--- src/rtl/s2p_comma_align_if.sv ---
// Serial lane and byte-side outputs of the comma aligner.
// master is the aligner side, slave is the stimulus/consumer side.
interface s2p_comma_align_if;
    logic       serial_in;
    logic [7:0] data_out;
    logic       valid_out;
    logic       byte_stb;
    logic       sinc;

    modport master (
        input  serial_in,
        output data_out,
        output valid_out,
        output byte_stb,
        output sinc
    );

    modport slave (
        output serial_in,
        input  data_out,
        input  valid_out,
        input  byte_stb,
        input  sinc
    );
endinterface

--- src/rtl/s2p_comma_align.sv ---
// Serial-to-parallel receiver that hunts for COMMA and locks byte alignment.
// Define S2P_RESYNC_EN to drop sync after two byte windows with off-boundary commas.
module s2p_comma_align #(
    parameter logic [7:0]  COMMA      = 8'hBC,
    parameter int unsigned SYNC_COUNT = 4
) (
    input  logic                  clk_32f,
    input  logic                  reset,
    s2p_comma_align_if.master     bus
);

    localparam logic [3:0] SyncCount = 4'(SYNC_COUNT);

    typedef enum logic [1:0] {StHunt, StAlign, StActive} state_e;

    state_e     state_q, state_d;
    logic [6:0] sr_q;
    logic [2:0] bit_cnt_q, bit_cnt_d;
    logic [3:0] bc_cnt_q, bc_cnt_d;
    logic [3:0] bc_inc;
    logic [7:0] data_q, data_d;
    logic       valid_q, valid_d;
    logic       stb_q, stb_d;
    logic       sinc_q, sinc_d;
    logic [7:0] nxt;
    logic       is_comma;
    logic       boundary;

`ifdef S2P_RESYNC_EN
    logic [1:0] mis_q, mis_d;
    logic [1:0] mis_inc;
    logic       flag_q, flag_d;
`endif

    assign nxt      = {sr_q, bus.serial_in};
    assign is_comma = (nxt == COMMA);
    assign boundary = (state_q != StHunt) && (bit_cnt_q == 3'd7);
    assign bc_inc   = (bc_cnt_q == 4'hF) ? bc_cnt_q : bc_cnt_q + 4'd1;

    always_comb begin
        state_d   = state_q;
        bit_cnt_d = bit_cnt_q + 3'd1;
        bc_cnt_d  = bc_cnt_q;
        data_d    = data_q;
        valid_d   = valid_q;
        stb_d     = 1'b0;
        sinc_d    = sinc_q;
`ifdef S2P_RESYNC_EN
        mis_d     = mis_q;
        flag_d    = flag_q;
        mis_inc   = flag_q ? mis_q + 2'd1 : 2'd0;
`endif
        unique case (state_q)
            StHunt: begin
                if (is_comma) begin
                    bit_cnt_d = 3'd0;
                    bc_cnt_d  = 4'd1;
                    if (SYNC_COUNT == 1) begin
                        state_d = StActive;
                        sinc_d  = 1'b1;
                    end else begin
                        state_d = StAlign;
                    end
                end
            end
            StAlign: begin
                if (boundary) begin
                    if (is_comma) begin
                        bc_cnt_d = bc_inc;
                        if (bc_inc == SyncCount) begin
                            state_d = StActive;
                            sinc_d  = 1'b1;
                        end
                    end else begin
                        state_d  = StHunt;
                        bc_cnt_d = 4'd0;
                    end
                end
            end
            StActive: begin
`ifdef S2P_RESYNC_EN
                if (!boundary && is_comma) begin
                    flag_d = 1'b1;
                end
                if (boundary) begin
                    flag_d = 1'b0;
                    mis_d  = mis_inc;
                    // Second consecutive window with a stray comma: alignment is lost.
                    if (mis_inc == 2'd2) begin
                        state_d  = StHunt;
                        sinc_d   = 1'b0;
                        valid_d  = 1'b0;
                        bc_cnt_d = 4'd0;
                        mis_d    = 2'd0;
                    end else begin
                        data_d  = nxt;
                        valid_d = !is_comma;
                        stb_d   = 1'b1;
                    end
                end
`else
                if (boundary) begin
                    data_d  = nxt;
                    valid_d = !is_comma;
                    stb_d   = 1'b1;
                end
`endif
            end
            default: state_d = StHunt;
        endcase
    end

    always_ff @(posedge clk_32f) begin
        if (reset) begin
            state_q   <= StHunt;
            sr_q      <= 7'd0;
            bit_cnt_q <= 3'd0;
            bc_cnt_q  <= 4'd0;
            data_q    <= 8'h00;
            valid_q   <= 1'b0;
            stb_q     <= 1'b0;
            sinc_q    <= 1'b0;
        end else begin
            state_q   <= state_d;
            sr_q      <= nxt[6:0];
            bit_cnt_q <= bit_cnt_d;
            bc_cnt_q  <= bc_cnt_d;
            data_q    <= data_d;
            valid_q   <= valid_d;
            stb_q     <= stb_d;
            sinc_q    <= sinc_d;
        end
    end

`ifdef S2P_RESYNC_EN
    always_ff @(posedge clk_32f) begin
        if (reset) begin
            mis_q  <= 2'd0;
            flag_q <= 1'b0;
        end else begin
            mis_q  <= mis_d;
            flag_q <= flag_d;
        end
    end
`endif

    assign bus.data_out  = data_q;
    assign bus.valid_out = valid_q;
    assign bus.byte_stb  = stb_q;
    assign bus.sinc      = sinc_q;

endmodule

--- src/flat_wrapper.sv ---
// flat-port wrapper written by rule: the top's interface ports become plain ports
module s2p_comma_align_flat 
#(
    parameter logic [7:0]  COMMA      = 8'hBC,
    parameter int unsigned SYNC_COUNT = 4
)
  (clk_32f, reset, bus_serial_in, bus_data_out, bus_valid_out, bus_byte_stb, bus_sinc);
  s2p_comma_align_if bus_i ();
  input  logic clk_32f;
  input  logic reset;
  input wire logic [$bits(bus_i.serial_in)-1:0] bus_serial_in;
  output wire logic [$bits(bus_i.data_out)-1:0] bus_data_out;
  output wire logic [$bits(bus_i.valid_out)-1:0] bus_valid_out;
  output wire logic [$bits(bus_i.byte_stb)-1:0] bus_byte_stb;
  output wire logic [$bits(bus_i.sinc)-1:0] bus_sinc;
  assign bus_i.serial_in = bus_serial_in;
  assign bus_data_out = bus_i.data_out;
  assign bus_valid_out = bus_i.valid_out;
  assign bus_byte_stb = bus_i.byte_stb;
  assign bus_sinc = bus_i.sinc;
  s2p_comma_align #(.COMMA(COMMA), .SYNC_COUNT(SYNC_COUNT)) u_core (.clk_32f(clk_32f), .reset(reset), .bus(bus_i));
endmodule
--- config.mk ---
export PLATFORM = sky130hd
export DESIGN_NAME = s2p_comma_align_flat
export DESIGN_NICKNAME = d
export VERILOG_FILES = /design/src/rtl/s2p_comma_align_if.sv /design/src/rtl/s2p_comma_align.sv /design/src/flat_wrapper.sv
export SDC_FILE = /design/constraint.sdc
export NUM_CORES = 1
export LEC_CHECK = 0
export CAP_MARGIN = 20
export CORE_ASPECT_RATIO = 1.2
export CORE_MARGIN = 2
export CORE_UTILIZATION = 47
export DETAILED_ROUTE_END_ITERATION = 10
export GPL_ROUTABILITY_DRIVEN = 0
export PLACE_DENSITY = 0.72
export SYNTH_ARGS = -nofsm -noshare
export SYNTH_HDL_FRONTEND = slang
export SYNTH_SLANG_ARGS = --single-unit
--- constraint.sdc ---
create_clock -name clk_32f -period 1.48 [get_ports clk_32f]
set_input_delay 0.296 -clock clk_32f [delete_from_list [all_inputs] [get_ports clk_32f]]
set_output_delay 0.296 -clock clk_32f [all_outputs]
set_load 0.005 [all_outputs]
=== Word level (Yosys, flattened, before mapping) ===
Cells that the tools add are included.

* Add/subtract/negate cells: 2
* Equality and inequality tests: 9
* Muxes and demuxes: 13
* Bitwise logic cells: 1
* Reductions and logical operators: 10

{| class="wikitable"
|+ Operators with widths
! operator !! count
|-
| 4-bit 2-to-1 mux || 4
|-
| 8-bit equality test (second input constant) || 1
|-
| 2-bit 2-to-1 mux || 4
|-
| 4-bit case mux with 2 select lines || 1
|-
| 4-bit AND reduction || 2
|-
| 3-bit 2-to-1 mux || 2
|-
| 2-bit case mux with 3 select lines || 1
|-
| 4-bit by 1-bit adder with 4-bit output (second input constant) || 1
|-
| 4-bit by 3-bit equality test with 1-bit output (second input constant) || 1
|-
| 4-bit equality test (second input constant) || 1
|-
| 2-bit by 1-bit != test with 1-bit output (second input constant) || 2
|-
| 2-bit nonzero test || 2
|-
| 3-bit by 1-bit adder with 3-bit output (second input constant) || 1
|-
| 3-bit equality test (second input constant) || 1
|-
| 3-bit != test (second input constant) || 1
|-
| 3-bit AND reduction || 1
|-
| 2-bit by 1-bit equality test with 1-bit output (second input constant) || 1
|-
| 2-bit equality test (second input constant) || 1
|-
| 2-bit zero test || 1
|-
| 2-bit AND reduction || 1
|-
| 2-bit OR reduction || 1
|-
| 1-bit logical AND || 1
|-
| 1-bit zero test || 1
|-
| 1-bit 2-to-1 mux || 1
|-
| 1-bit inverter || 1
|}

* Flip-flop bits (word level): 27
* Input port bits: 3

=== Depth between registers and ports, before layout ===
* Word-level depth: 7
* Gate-level depth with buffers: 6
* Depth with buffers taken out: 6

=== Worst setup path before layout ===
OpenSTA, ideal clock, no wires.

* Path type: reg-to-reg
* Start point: reg u_core.sr_q[2]
* End point: reg u_core.bc_cnt_q[3]
* Library setup time: 132 ps
* Arrival time: 1,361 ps
* Data required time: 1,348 ps
* Setup slack: -13 ps
* Stages on the path, launching flop included: 5
* Clock period less this slack: 1,493 ps
* Cell sequence: dfxtp_1 -> nand4b_4 -> or4_4 -> o311ai_0 -> a21oi_1

* Longest elaborated chain between the ends: 4

{| class="wikitable"
|+ RTL lines
! what !! RTL line !! text
|-
| from (decl) || s2p_comma_align.sv:17 || <nowiki>logic [6:0] sr_q;</nowiki>
|-
| from (signal assigned) || s2p_comma_align.sv:125 || <nowiki>sr_q <= nxt[6:0];</nowiki>
|-
| 8-bit equality test * || s2p_comma_align.sv:36 || <nowiki>assign is_comma = (nxt == COMMA);</nowiki>
|-
| 4-bit 2-to-1 mux || s2p_comma_align.sv:68 || <nowiki>if (is_comma) begin</nowiki>
|-
| 4-bit 2-to-1 mux || s2p_comma_align.sv:67 || <nowiki>if (boundary) begin</nowiki>
|-
| 4-bit case mux with 2 select lines || s2p_comma_align.sv:53 || <nowiki>unique case (state_q)</nowiki>
|-
| to (signal assigned) || s2p_comma_align.sv:127 || <nowiki>bc_cnt_q <= bc_cnt_d;</nowiki>
|-
| to (decl) || s2p_comma_align.sv:19 || <nowiki>logic [3:0] bc_cnt_q, bc_cnt_d;</nowiki>
|}

Every way passes the cells marked *; elsewhere a longest branch is shown, timed or not. The select of a mux whose other input is x is not followed.
A chain may end at the register's enable or synchronous reset.

=== Worst setup path in the final report ===
* Start point: reg u_core.sr_q[5]
* End point: reg u_core.bc_cnt_q[3]

Same word-level chain as after synthesis.

==> results.toml <==
[status]
status = "finished with violations"
violations = "setup timing"

[synth]
yosysSeqAreaShare = 0.487
synth_warnings = 0
netlist_instances = 109
syn-mean-instance-area_um2 = 10.2
synth_cell_types = 33
ys_ff_latch = 27
syn-cell-area_mm2 = 0.00111
synth.net_count = 115

[finish]
diodes = 0
final_util = 0.647
final_cell_area_mm2 = 0.00146
final_cell_mix = "15 x dfxtp_2, 14 x nor2_1, 12 x buf_4, 11 x dfxtp_1, 10 x nor2b_1"
area_growth_syn_to_layout_pct = 31.7
nNetsFinal = 140
drive_above_1_share = 0.331
mostFrequentLayoutCell = "dfxtp_2"

[placed_design]
port_buffers = 13
post-place-ws_ns = -0.343
dp_hpwl_um = 1470
place_area_mm2 = 0.00135

[route]
final_antenna_net_count = 0
drtPass1Iterations = 5
vias = 880
drt-initial-drc-count = 12
drc = 0
wl_per_cell_um = 13.1
via_per_inst = 5.37
routed_wl_um = 2150

[pwr]
p_leak_nw = 0.804
netSwitchingPower_uw = 235
intPower_uw = 864
pwr-share-seq = 0.676
comb_power_share = 0.040
clkPwrFrac = 0.284
power_density_mw_per_mm2 = 752
vdd_drop_max_mv = 0.531
p_sw_frac = 0.214

[floorplanning]
core_mm2 = 0.00226
initial_core_util = 0.491
io-pin-count = 14
die_h_um = 57.2
die_w_um = 48.4
die_area_mm2 = 0.00277
num_rows = 19

[timing]
setup_viol = 2
hold_viol = 0
slew_headroom = 0.788
maxSlewViolCount = 0
worstMarginPinSlew_ns = 0.317
fmax_ghz = 0.667
skew_ns = 0.00253
setup_ws_ns = -0.0193
min_period_ns = 1.50
fin_crit_sh = 1.01
rsz0062_at_grt = "yes"

[hold_path]
min_from = "u_core.bit_cnt_q[0]$_SDFF_PP0_"
min_path_type = "reg2reg"
hold_end = "u_core.bit_cnt_q[0]$_SDFF_PP0_"
holdPathStages = 1

[cts]
cts.clk_slew.worst_paths_ns = 0.13
cts_hold_buf = 0
cts_root_buf = "clkbuf_4"
cts_tree = "done"
clock_sinks = 27
h-tree-depth = 1
clk_latency_ns = 0.32
cts-buffers-inserted = 3
clock_path_buffers = 2

[global_routing]
grt_pass1_wl_um = 3660
grt_max_degree = 17
grt_use_total = 0.170
grt_pass1_vias = 865
antenna_found_initial = 0
grt_overflow = 0

[worst_setup_path]
arrival_ns = 1.72
required_ns = 1.70
r2r-end = "u_core.bc_cnt_q[3]$_SDFFE_PP0P_"
r2r_cells = 4
r2r_slack_ns = -0.02
startpoint_type = "register"
path_max_fanout = 5
cp-end-kind = "register"
crit_type = "reg2reg"
rr_startpoint = "u_core.sr_q[5]$_SDFF_PP0_"

[flow_run]
cap_violations = 0
==> synthesized netlist by cell type (all sizes together) <==
cell type | count | area share
a211oi | 1 | 0.0068
a21o | 1 | 0.0068
a21oi | 5 | 0.023
a22o | 1 | 0.0079
a311oi | 1 | 0.0079
and2 | 2 | 0.011
and3 | 2 | 0.011
and3b | 1 | 0.0079
buf | 2 | 0.0079
clkbuf | 4 | 0.014
dfxtp | 27 | 0.49
ha | 3 | 0.034
mux2i | 9 | 0.081
nand2 | 5 | 0.017
nand2b | 1 | 0.0056
nand3 | 1 | 0.0045
nand3b | 4 | 0.027
nand4b | 1 | 0.021
nor2 | 14 | 0.047
nor2b | 10 | 0.056
nor3b | 1 | 0.0068
nor4 | 1 | 0.019
o2111ai | 1 | 0.0079
o211ai | 1 | 0.0068
o21ai | 2 | 0.0090
o221a | 1 | 0.010
o22ai | 1 | 0.0056
o311ai | 1 | 0.0079
o41ai | 2 | 0.016
or3b | 1 | 0.0079
or4 | 1 | 0.010
xnor2 | 1 | 0.0079
==> cell families after synthesis <==
kind of cell,count (synthesis),synth area share
AO/OA/AOI/OAI,18,0.115
XOR/XNOR,1,0.00789
adder cells (fa/ha/maj),3,0.0338
buffers and inverters,6,0.0214
flip-flops,27,0.487
multiplexers,9,0.0812
AND/OR/NAND/NOR,45,0.254
==> critical path, cell delays in order, from the launching register on <==
cell and delay [ns]:
dfxtp_1 0.34, nand4b_4 0.17, or4_4 0.54, o311ai_2 0.24, a21oi_1 0.11
==> layout make-up <==
| cell class | instances | area, um^2 |
|---|---|---|
| clock buffers | 4 | 26.3 |
| fillers | 191 | 797 |
| multi-input cells | 76 | 581 |
| flip-flops and latches | 27 | 563 |
| well taps | 31 | 38.8 |
| repair buffers | 26 | 253 |
==> metal layers <==
layer | GRT usage | wire [um] | part of all wire
met1 | 0.194 | 985 | 0.46
met2 | 0.319 | 1100 | 0.51
met3 | 0.0314 | 36 | 0.017
met4 | 0.0612 | 34 | 0.016
met5 | 0 | 0 | 0
==> power groups by stage <==
stage	logic [mW]	clock network, mW	registers [mW]
floorplan	0.0223	0	0.760
global placement	0.0409	0	0.761
detailed placement	0.0421	0	0.761
CTS	0.0432	0.323	0.745
global route	0.0489	0.349	0.745
finish	0.0436	0.312	0.743
==> flip-flops by register name, indices dropped and copies added (netlist names) <==
name	flops
u_core.bus.data_out	8
u_core.sr_q	7
u_core.bc_cnt_q	4
u_core.bit_cnt_q	3
u_core.state_q	2
u_core.bus.byte_stb	1
u_core.bus.sinc	1
u_core.bus.valid_out	1
==> how the worst max path moves through the flow <==
stage                              startpoint                               to  slack (ns)  cells after the start
global route        u_core.sr_q[5]$_SDFF_PP0_  u_core.bc_cnt_q[3]$_SDFFE_PP0P_       -0.08                      4
floorplan           u_core.sr_q[2]$_SDFF_PP0_  u_core.bc_cnt_q[3]$_SDFFE_PP0P_        0.04                      4
global placement                bus_serial_in     u_core.bus.sinc$_SDFFE_PP0P_       -0.36                      3
CTS                 u_core.sr_q[2]$_SDFF_PP0_  u_core.bc_cnt_q[3]$_SDFFE_PP0P_       -0.01                      4
detailed placement              bus_serial_in     u_core.bus.sinc$_SDFFE_PP0P_       -0.34                      3
finish              u_core.sr_q[5]$_SDFF_PP0_  u_core.bc_cnt_q[3]$_SDFFE_PP0P_       -0.02                      4
==> what timing repair did <==
action                     CTS  global route
setup endpoints to repair   11            23
pin swaps                    0             4
gates cloned                 0             0
gates resized for setup     12            23
buffers inserted             0             1
==> metrics by stage <==
stage          std cells  hold WS [ns]  setup TNS, ns  power, mW
5_1_grt              164         0.428         -0.225       1.14
6_report             164         0.413        -0.0248       1.10
3_3_place_gp         159         0.408          -2.33      0.801
4_1_cts              163         0.441        -0.0265       1.11
3_5_place_dp         159         0.422          -2.40      0.803
2_1_floorplan        109         0.397              0      0.782
Note: power is estimated with default switching activity, not from simulation.
